`src/rtl/ptw_tlb_responder.sv`:
```
// Sv39-style page-table walker serving one TLB miss at a time over a single-outstanding memory port.
// Optional build macro PTW_AD_CHECK_EN: leaf PTEs with A clear (or D clear on a store) fault.
module ptw_tlb_responder #(
  parameter int PPN_W = 20,
  parameter int VPN_W = 27
) (
  input  logic               clk_i,
  input  logic               rst_i,
  input  logic               tlb_req_valid_i,
  output logic               tlb_req_ready_o,
  input  logic [VPN_W-1:0]   tlb_req_vpn_i,
  input  logic [1:0]         tlb_req_prv_i,
  input  logic               tlb_req_store_i,
  input  logic               tlb_req_fetch_i,
  output logic               ptw_resp_valid_o,
  output logic               ptw_resp_error_o,
  output logic [63:0]        ptw_resp_pte_o,
  output logic [1:0]         ptw_resp_level_o,
  output logic               ptw_invalidate_o,
  input  logic [PPN_W-1:0]   satp_ppn_i,
  input  logic               sfence_i,
  output logic               mem_req_valid_o,
  input  logic               mem_req_ready_i,
  output logic [PPN_W+11:0]  mem_req_addr_o,
  input  logic               mem_resp_valid_i,
  input  logic [63:0]        mem_resp_data_i
);

  typedef enum logic [1:0] {S_IDLE, S_REQ, S_WAIT, S_RESP} state_t;

  state_t             state_q, state_d;
  logic [VPN_W-1:0]   vpn_q, vpn_d;
  logic               store_q, store_d;
  logic [1:0]         prv_q, prv_d;
  logic               fetch_q, fetch_d;
  logic [PPN_W-1:0]   base_q, base_d;
  logic [1:0]         lvl_q, lvl_d;
  logic               restart_q, restart_d;
  logic [63:0]        resp_pte_q, resp_pte_d;
  logic               resp_err_q, resp_err_d;
  logic [1:0]         resp_lvl_q, resp_lvl_d;
  logic               invalidate_q;

  logic [8:0]         vpn_idx;
  logic [PPN_W-1:0]   pte_ppn;
  logic               pte_v, pte_r, pte_w, pte_x;
  logic               misaligned, ad_fault, unused_ctx;

  assign pte_ppn = mem_resp_data_i[10 +: PPN_W];
  assign pte_v   = mem_resp_data_i[0];
  assign pte_r   = mem_resp_data_i[1];
  assign pte_w   = mem_resp_data_i[2];
  assign pte_x   = mem_resp_data_i[3];

`ifdef PTW_AD_CHECK_EN
  assign ad_fault   = !mem_resp_data_i[6] | (store_q & !mem_resp_data_i[7]);
  assign unused_ctx = ^{prv_q, fetch_q};
`else
  assign ad_fault   = 1'b0;
  assign unused_ctx = ^{prv_q, fetch_q, store_q};
`endif

  always_comb begin
    vpn_idx    = vpn_q[8:0];
    misaligned = 1'b0;
    case (lvl_q)
      2'd0: begin
        vpn_idx    = vpn_q[VPN_W-1 -: 9];
        misaligned = |pte_ppn[17:0];
      end
      2'd1: begin
        vpn_idx    = vpn_q[VPN_W-10 -: 9];
        misaligned = |pte_ppn[8:0];
      end
      default: ;
    endcase
  end

  assign tlb_req_ready_o  = (state_q == S_IDLE);
  assign mem_req_valid_o  = (state_q == S_REQ);
  assign mem_req_addr_o   = mem_req_valid_o ? {base_q, vpn_idx, 3'b000} : '0;
  assign ptw_resp_valid_o = (state_q == S_RESP);
  assign ptw_resp_error_o = resp_err_q;
  assign ptw_resp_pte_o   = resp_pte_q;
  assign ptw_resp_level_o = resp_lvl_q;
  assign ptw_invalidate_o = invalidate_q;

  // A pending sfence (or one arriving with the data) discards the PTE and restarts from the root.
  always_comb begin
    state_d    = state_q;
    vpn_d      = vpn_q;
    store_d    = store_q;
    prv_d      = prv_q;
    fetch_d    = fetch_q;
    base_d     = base_q;
    lvl_d      = lvl_q;
    restart_d  = restart_q;
    resp_pte_d = resp_pte_q;
    resp_err_d = resp_err_q;
    resp_lvl_d = resp_lvl_q;

    if (sfence_i && (state_q == S_REQ || state_q == S_WAIT)) restart_d = 1'b1;

    case (state_q)
      S_IDLE: begin
        if (tlb_req_valid_i) begin
          vpn_d     = tlb_req_vpn_i;
          store_d   = tlb_req_store_i;
          prv_d     = tlb_req_prv_i;
          fetch_d   = tlb_req_fetch_i;
          base_d    = satp_ppn_i;
          lvl_d     = 2'd0;
          restart_d = 1'b0;
          state_d   = S_REQ;
        end
      end
      S_REQ: begin
        if (mem_req_ready_i) state_d = S_WAIT;
      end
      S_WAIT: begin
        if (mem_resp_valid_i) begin
          if (restart_q || sfence_i) begin
            base_d    = satp_ppn_i;
            lvl_d     = 2'd0;
            restart_d = 1'b0;
            state_d   = S_REQ;
          end else if (!pte_v || (!pte_r && pte_w)) begin
            resp_err_d = 1'b1;
            resp_pte_d = '0;
            resp_lvl_d = lvl_q;
            state_d    = S_RESP;
          end else if (pte_r || pte_x) begin
            resp_err_d = misaligned | ad_fault;
            resp_pte_d = (misaligned | ad_fault) ? 64'd0 : mem_resp_data_i;
            resp_lvl_d = lvl_q;
            state_d    = S_RESP;
          end else if (lvl_q == 2'd2) begin
            resp_err_d = 1'b1;
            resp_pte_d = '0;
            resp_lvl_d = lvl_q;
            state_d    = S_RESP;
          end else begin
            base_d  = pte_ppn;
            lvl_d   = lvl_q + 2'd1;
            state_d = S_REQ;
          end
        end
      end
      S_RESP: state_d = S_IDLE;
      default: state_d = S_IDLE;
    endcase
  end

  always_ff @(posedge clk_i) begin
    if (rst_i) begin
      state_q      <= S_IDLE;
      vpn_q        <= '0;
      store_q      <= 1'b0;
      prv_q        <= '0;
      fetch_q      <= 1'b0;
      base_q       <= '0;
      lvl_q        <= '0;
      restart_q    <= 1'b0;
      resp_pte_q   <= '0;
      resp_err_q   <= 1'b0;
      resp_lvl_q   <= '0;
      invalidate_q <= 1'b0;
    end else begin
      state_q      <= state_d;
      vpn_q        <= vpn_d;
      store_q      <= store_d;
      prv_q        <= prv_d;
      fetch_q      <= fetch_d;
      base_q       <= base_d;
      lvl_q        <= lvl_d;
      restart_q    <= restart_d;
      resp_pte_q   <= resp_pte_d;
      resp_err_q   <= resp_err_d;
      resp_lvl_q   <= resp_lvl_d;
      invalidate_q <= sfence_i;
    end
  end

endmodule

```
`config.mk`:
```
export PLATFORM = sky130hd
export DESIGN_NAME = ptw_tlb_responder
export DESIGN_NICKNAME = d
export VERILOG_FILES = /design/src/rtl/ptw_tlb_responder.sv
export SDC_FILE = /design/constraint.sdc
export NUM_CORES = 1
export LEC_CHECK = 0
export BUFFER_PORTS_ARGS = -buffer_cell sky130_fd_sc_hd__clkbuf_2
export CAP_MARGIN = 5
export CORE_UTILIZATION = 50
export DETAILED_ROUTE_END_ITERATION = 16
export GPL_ROUTABILITY_DRIVEN = 1
export PLACE_DENSITY = 0.81
export SLEW_MARGIN = 20
export SYNTH_ARGS = -nofsm -noshare
export SYNTH_HDL_FRONTEND = slang
export SYNTH_SLANG_ARGS = --single-unit
```
`constraint.sdc`:
```
create_clock -name clk_i -period 2.3 [get_ports clk_i]
set_clock_uncertainty 0.2 [all_clocks]
set_input_delay 0.46 -clock clk_i [delete_from_list [all_inputs] [get_ports clk_i]]
set_output_delay 0.46 -clock clk_i [all_outputs]
set_load 0.02 [all_outputs]
```
[Word-level counts from Yosys, hierarchy flattened]
Index checks and enable logic that the tools add are counted.
Word-level totals
  logic and storage cells: 80
  bits in registers: 120
  input port bits: 121
  memories: 0
  bits in read-only memories: 0
  latch bits: 0
  output and inout port bits: 103
  RAM bits: 0
Operators by class
  divide/modulo/power cells: 0
  reductions and logical operators: 18
  shift-type cells: 0
  multiplexer cells: 40
  magnitude comparators: 0
  multiply operators: 0
  equality and inequality tests: 11
  add/sub/neg operators: 1
  bitwise operators: 1
Operator list (count)
  64-bit 2-to-1 mux: 4
  20-bit 2-to-1 mux: 6
  20-bit one-hot mux with 2 select lines: 1
  2-bit 2-to-1 mux: 16
  32-bit 2-to-1 mux: 1
  9-bit one-hot mux with 2 select lines: 1
  18-bit OR reduction: 1
  3-bit inequality test, second input constant: 3
  9-bit OR reduction: 1
  2-bit one-hot mux with 4 select lines: 1
  1-bit 2-to-1 mux: 7
  2-bit == test, second input constant: 3
  6-bit AND reduction: 1
  2-bit by 1-bit == test with 1-bit output, second input constant: 2
  2-bit logical NOT: 2
  1-bit logical OR: 4
  2-bit inequality test, second input constant: 2
  1-bit one-hot mux with 2 select lines: 2
  2-bit one-hot mux with 2 select lines: 1
  4-bit AND reduction: 1
  3-bit AND reduction: 1
  3-bit nonzero test: 1
  2-bit by 1-bit adder with 2-bit output, second input constant: 1
  1-bit logical AND: 2
  5 further kinds: 6

[Longest topological paths before layout]
  depth in word-level cells: 7
  depth in mapped cells: 8
  mapped depth without buffers: 6

[Worst setup path after synthesis]
No wires, ideal clock.
  path kind: register -> output
  start point: reg lvl_q[0]
  end point: out mem_req_addr_o[10]
  cell stages (with the launch flop): 7
  buffers on the path: 1
  setup slack: -0.115 ns
  arrival: 1.755 ns
  cell sequence: dfxtp_1 inv_1 ha_1 clkbuf_1 nor2_1 nand2_1 a21boi_0
On the way
  longest elaborated chain between the ends: 3
  elaborated cells on any way between the ends: 4
  classes of those cells: 1 x eq/ne; 2 x mux; 1 x reduce/logical
RTL lines
  from (decl): RTL line 37  | logic [1:0] lvl_q, lvl_d;
  from (signal assigned): RTL line 175  | lvl_q <= lvl_d;
  2-bit by 1-bit == test with 1-bit output or 2-bit logical NOT (tied branches): RTL line 66  | case (lvl_q)
  9-bit one-hot mux with 2 select lines (*): RTL line 66
  32-bit 2-to-1 mux (*): RTL line 81  | assign mem_req_addr_o = mem_req_valid_o ? {base_q, vpn_idx, 3'b000} : '0;
  to (decl): RTL line 24  | output logic [PPN_W+11:0] mem_req_addr_o,
Mark *: on every way between the ends. The rest lies on a longest branch, timed or not.

[Worst setup path after layout]
  start point: reg lvl_q[0]
  end point: out mem_req_addr_o[4]
Same word-level chain as after synthesis.

==> results.json <==
{
  "hold_violations": 0,
  "grt_busiest_layer": "met2",
  "area_growth_pct": 32.86,
  "dp_hpwl_mm": 10.75,
  "met3_usage": 0.07127,
  "clk_path_buf_depth": 2,
  "ant_nets": 0,
  "grt_pass1_wl_mm": 26.05,
  "power_density_nw_per_um2": 938.5,
  "finalSetupViolCount": 5,
  "syn_inst": 636,
  "ys_seq_area_frac": 0.3928,
  "synthFlopType": "dfxtp_1",
  "critPathMaxStageDelay_ns": 0.38,
  "cpMaxStageDelayCell": "dfxtp_4",
  "worstSetupEndpointType": "primary output",
  "layout-drive-gt1-share": 0.4298,
  "fin_area_um2": 8125,
  "cts_max_level": 4,
  "grt_usage": 0.2595,
  "wl_mm": 16.64,
  "n_antenna_cell": 0,
  "core_area_um2": 11960,
  "synth_area_per_cell_um2": 9.616,
  "antenna_found_initial": 0,
  "finalNetCount": 963,
  "fp.dieH_um": 112.6,
  "start_kind": "register",
  "hold_path.class": "in -> reg",
  "pre_cts_slack_ns": 0.05966,
  "async_reset_ff_frac": 0,
  "drtPass1Iterations": 5,
  "numCtsBuffers": 17,
  "violations": "setup timing",
  "rsz0062_at_grt": "yes",
  "drcViolationCount": 0,
  "num_rows": 40,
  "clk_pin_slew_ns": 0.06,
  "cts_tree": "built",
  "first_iter_violations": 476,
  "post-route-period-util": 1.010,
  "vdd_ir_drop_max_v": 0.0007791,
  "leakage_uw": 0.003242,
  "cts.sinks": 120,
  "worstSetupPathType": "reg -> out",
  "crit_chain": "inv_4 > ha_4 > nor2_4 > buf_6 > nand2_1 > a21boi_1 > buf_4",
  "synth_edf_count": 0,
  "gp_congestion": 0.7989,
  "clkLatencyLatePin_ns": 0.41,
  "synth_area_um2": 6116,
  "placed_cell_area_um2": 7306,
  "io-pin-count": 224,
  "hold_buffers": 0,
  "routedWlPerCell_um": 16.74,
  "port_buffers": 216,
  "grt_pass1_vias": 5143,
  "grtUsageMet1": 0.3280,
  "required_ns": 1.64,
  "power.total_uw": 7626,
  "grt_max_degree": 66,
  "start_util": 0.5113,
  "cp_num_buf_inv": 3,
  "die_w_um": 112.6,
  "dieArea_um2": 12680,
  "overflow": 0,
  "fmax_mhz": 430.4,
  "ys_types": 42,
  "status": "complete, but fails checks",
  "drv_slew": 0,
  "cp_max_fo": 5,
  "crit_family": "flip-flops",
  "fin_util": 0.6793,
  "tightestPinTransition_ns": 0.9068,
  "synth-seq-cells": 120,
  "max_cap_viol_count": 0,
  "slew_headroom": 0.3955,
  "yosysWarnings": 0,
  "via_per_inst": 5.615,
  "cts-root-buf": "clkbuf_16",
  "finalWorstSetupSlack_ns": -0.02339,
  "num_vias": 5581,
  "worstPathArrival_ns": 1.66,
  "period_minus_slack_ns": 2.323,
  "use_met2": 0.4198
}
[Yosys cell counts (3+ instances only)]
cell | number | area share
o2bb2ai_1 | 27 | 0.039
a21oi_1 | 54 | 0.044
nand2_1 | 66 | 0.041
buf_1 | 5 | 0.0031
nor2b_1 | 65 | 0.066
a22oi_1 | 9 | 0.011
buf_2 | 23 | 0.019
nor2_1 | 7 | 0.0043
buf_6 | 7 | 0.013
dfxtp_1 | 120 | 0.39
nor3_1 | 5 | 0.0041
nand4_1 | 63 | 0.064
mux2i_1 | 20 | 0.033
clkbuf_1 | 19 | 0.012
nand3_1 | 6 | 0.0049
inv_1 | 7 | 0.0043
a21boi_0 | 9 | 0.011
ha_1 | 8 | 0.016
o21ai_0 | 3 | 0.0025
a211oi_2 | 20 | 0.041
and2_1 | 21 | 0.021
buf_4 | 7 | 0.0086
o2bb2ai_2 | 37 | 0.091
buf_8 | 3 | 0.0074
buf_12 | 3 | 0.0098
[worst paths after layout]
kind	cells after the start	slack (ns)	start	end
setup / recovery	7	-0.02	lvl_q[0]	mem_req_addr_o[4]
hold / removal	3	0.06	tlb_req_vpn_i[20]	vpn_q[20]
setup reg to reg	7	0.12	lvl_q[1]	ptw_resp_pte_o[43]
hold reg to reg	2	0.26	vpn_q[0]	vpn_q[0]
[area by class of cell]
| class | count | area (um^2) |
|---|---|---|
| fillers | 956 | 3836 |
| clock inverters | 12 | 173.9 |
| inverters | 8 | 32.53 |
| flip-flops and latches | 120 | 2409 |
| clock buffers | 20 | 456.7 |
| multi-input cells | 443 | 3368 |
| well taps | 147 | 183.9 |
| repair buffers | 244 | 1501 |
[report_power, final]
group	switching [uW]	total, uW	internal, uW
combinational	1400	2350	952
sequential	135	2460	2330
clock	950	2810	1860
total	2480	7630	5140
[registers in the layout, indices dropped and copies added, names as in the netlist]
register / cells
state_q: 2
ptw_resp_pte_o: 64
base_q: 20
ptw_invalidate_o: 1
vpn_q: 27
ptw_resp_error_o: 1
lvl_q: 2
restart_q: 1
ptw_resp_level_o: 2
[routing by layer]
layer  wire length (um)  share of wire
met1               7215           0.43
met3               1224          0.074
met2               7838           0.47
met5                  0              0
met4                366          0.022
[worst min-delay path: stages]
cell      delay (ns)
clkbuf_2        0.08
nand2_1         0.04
a21oi_1         0.05
[metrics by stage]
| stage | hold slack, ns | setup TNS [ns] | std cells |
|---|---|---|---|
| 2_1_floorplan | 0.2360 | 0 | 638 |
| 3_3_place_gp | 0.2428 | 0 | 958 |
| 3_5_place_dp | 0.2462 | 0 | 958 |
| 4_1_cts | 0.04693 | -0.09552 | 994 |
| 5_1_grt | 0.06108 | -0.3604 | 994 |
| 6_report | 0.06080 | -0.04834 | 994 |
[repair_timing]
| item | 4_1_cts | 5_1_grt |
|---|---|---|
| pin swaps | 10 | 3 |
| endpoints found under the setup margin | 16 | 26 |
| setup buffers | 2 | 0 |
| hold endpoints to repair | 0 | 0 |
| gates cloned | 2 | 0 |
| gates resized for setup | 39 | 13 |
[cells by family after synthesis]
| group | after synthesis | share of synthesized area |
|---|---|---|
| DFF | 120 | 0.3928 |
| muxes | 20 | 0.03273 |
| adders and majority gates | 8 | 0.01637 |
| buffers and inverters | 75 | 0.07713 |
| and+or+nand+nor | 243 | 0.2242 |
| AOI/OAI and AO/OA | 169 | 0.2561 |
| other | 1 | 0.0006132 |
[layout by cell type, fill, tap and decap left out, types with 3 or more instances in the layout]
cell	count
clkinvlp_4	4
clkbuf_16	17
nor3_1	4
clkbuf_2	205
nand4_1	63
a211oi_2	20
nand3_1	6
ha_1	5
mux2i_1	20
a21boi_2	3
o2bb2ai_1	27
bufinv_16	4
nand2_1	65
and2_1	21
nor2_1	5
buf_12	12
a22oi_1	4
a21oi_1	54
buf_4	17
clkbuf_8	4
buf_6	6
nor2b_1	65
clkinv_2	3
a22oi_2	5
inv_1	5
ha_4	3
conb_1	3
o2bb2ai_2	37
a21boi_1	6
dfxtp_1	117
(Power assumes the default switching activity.)
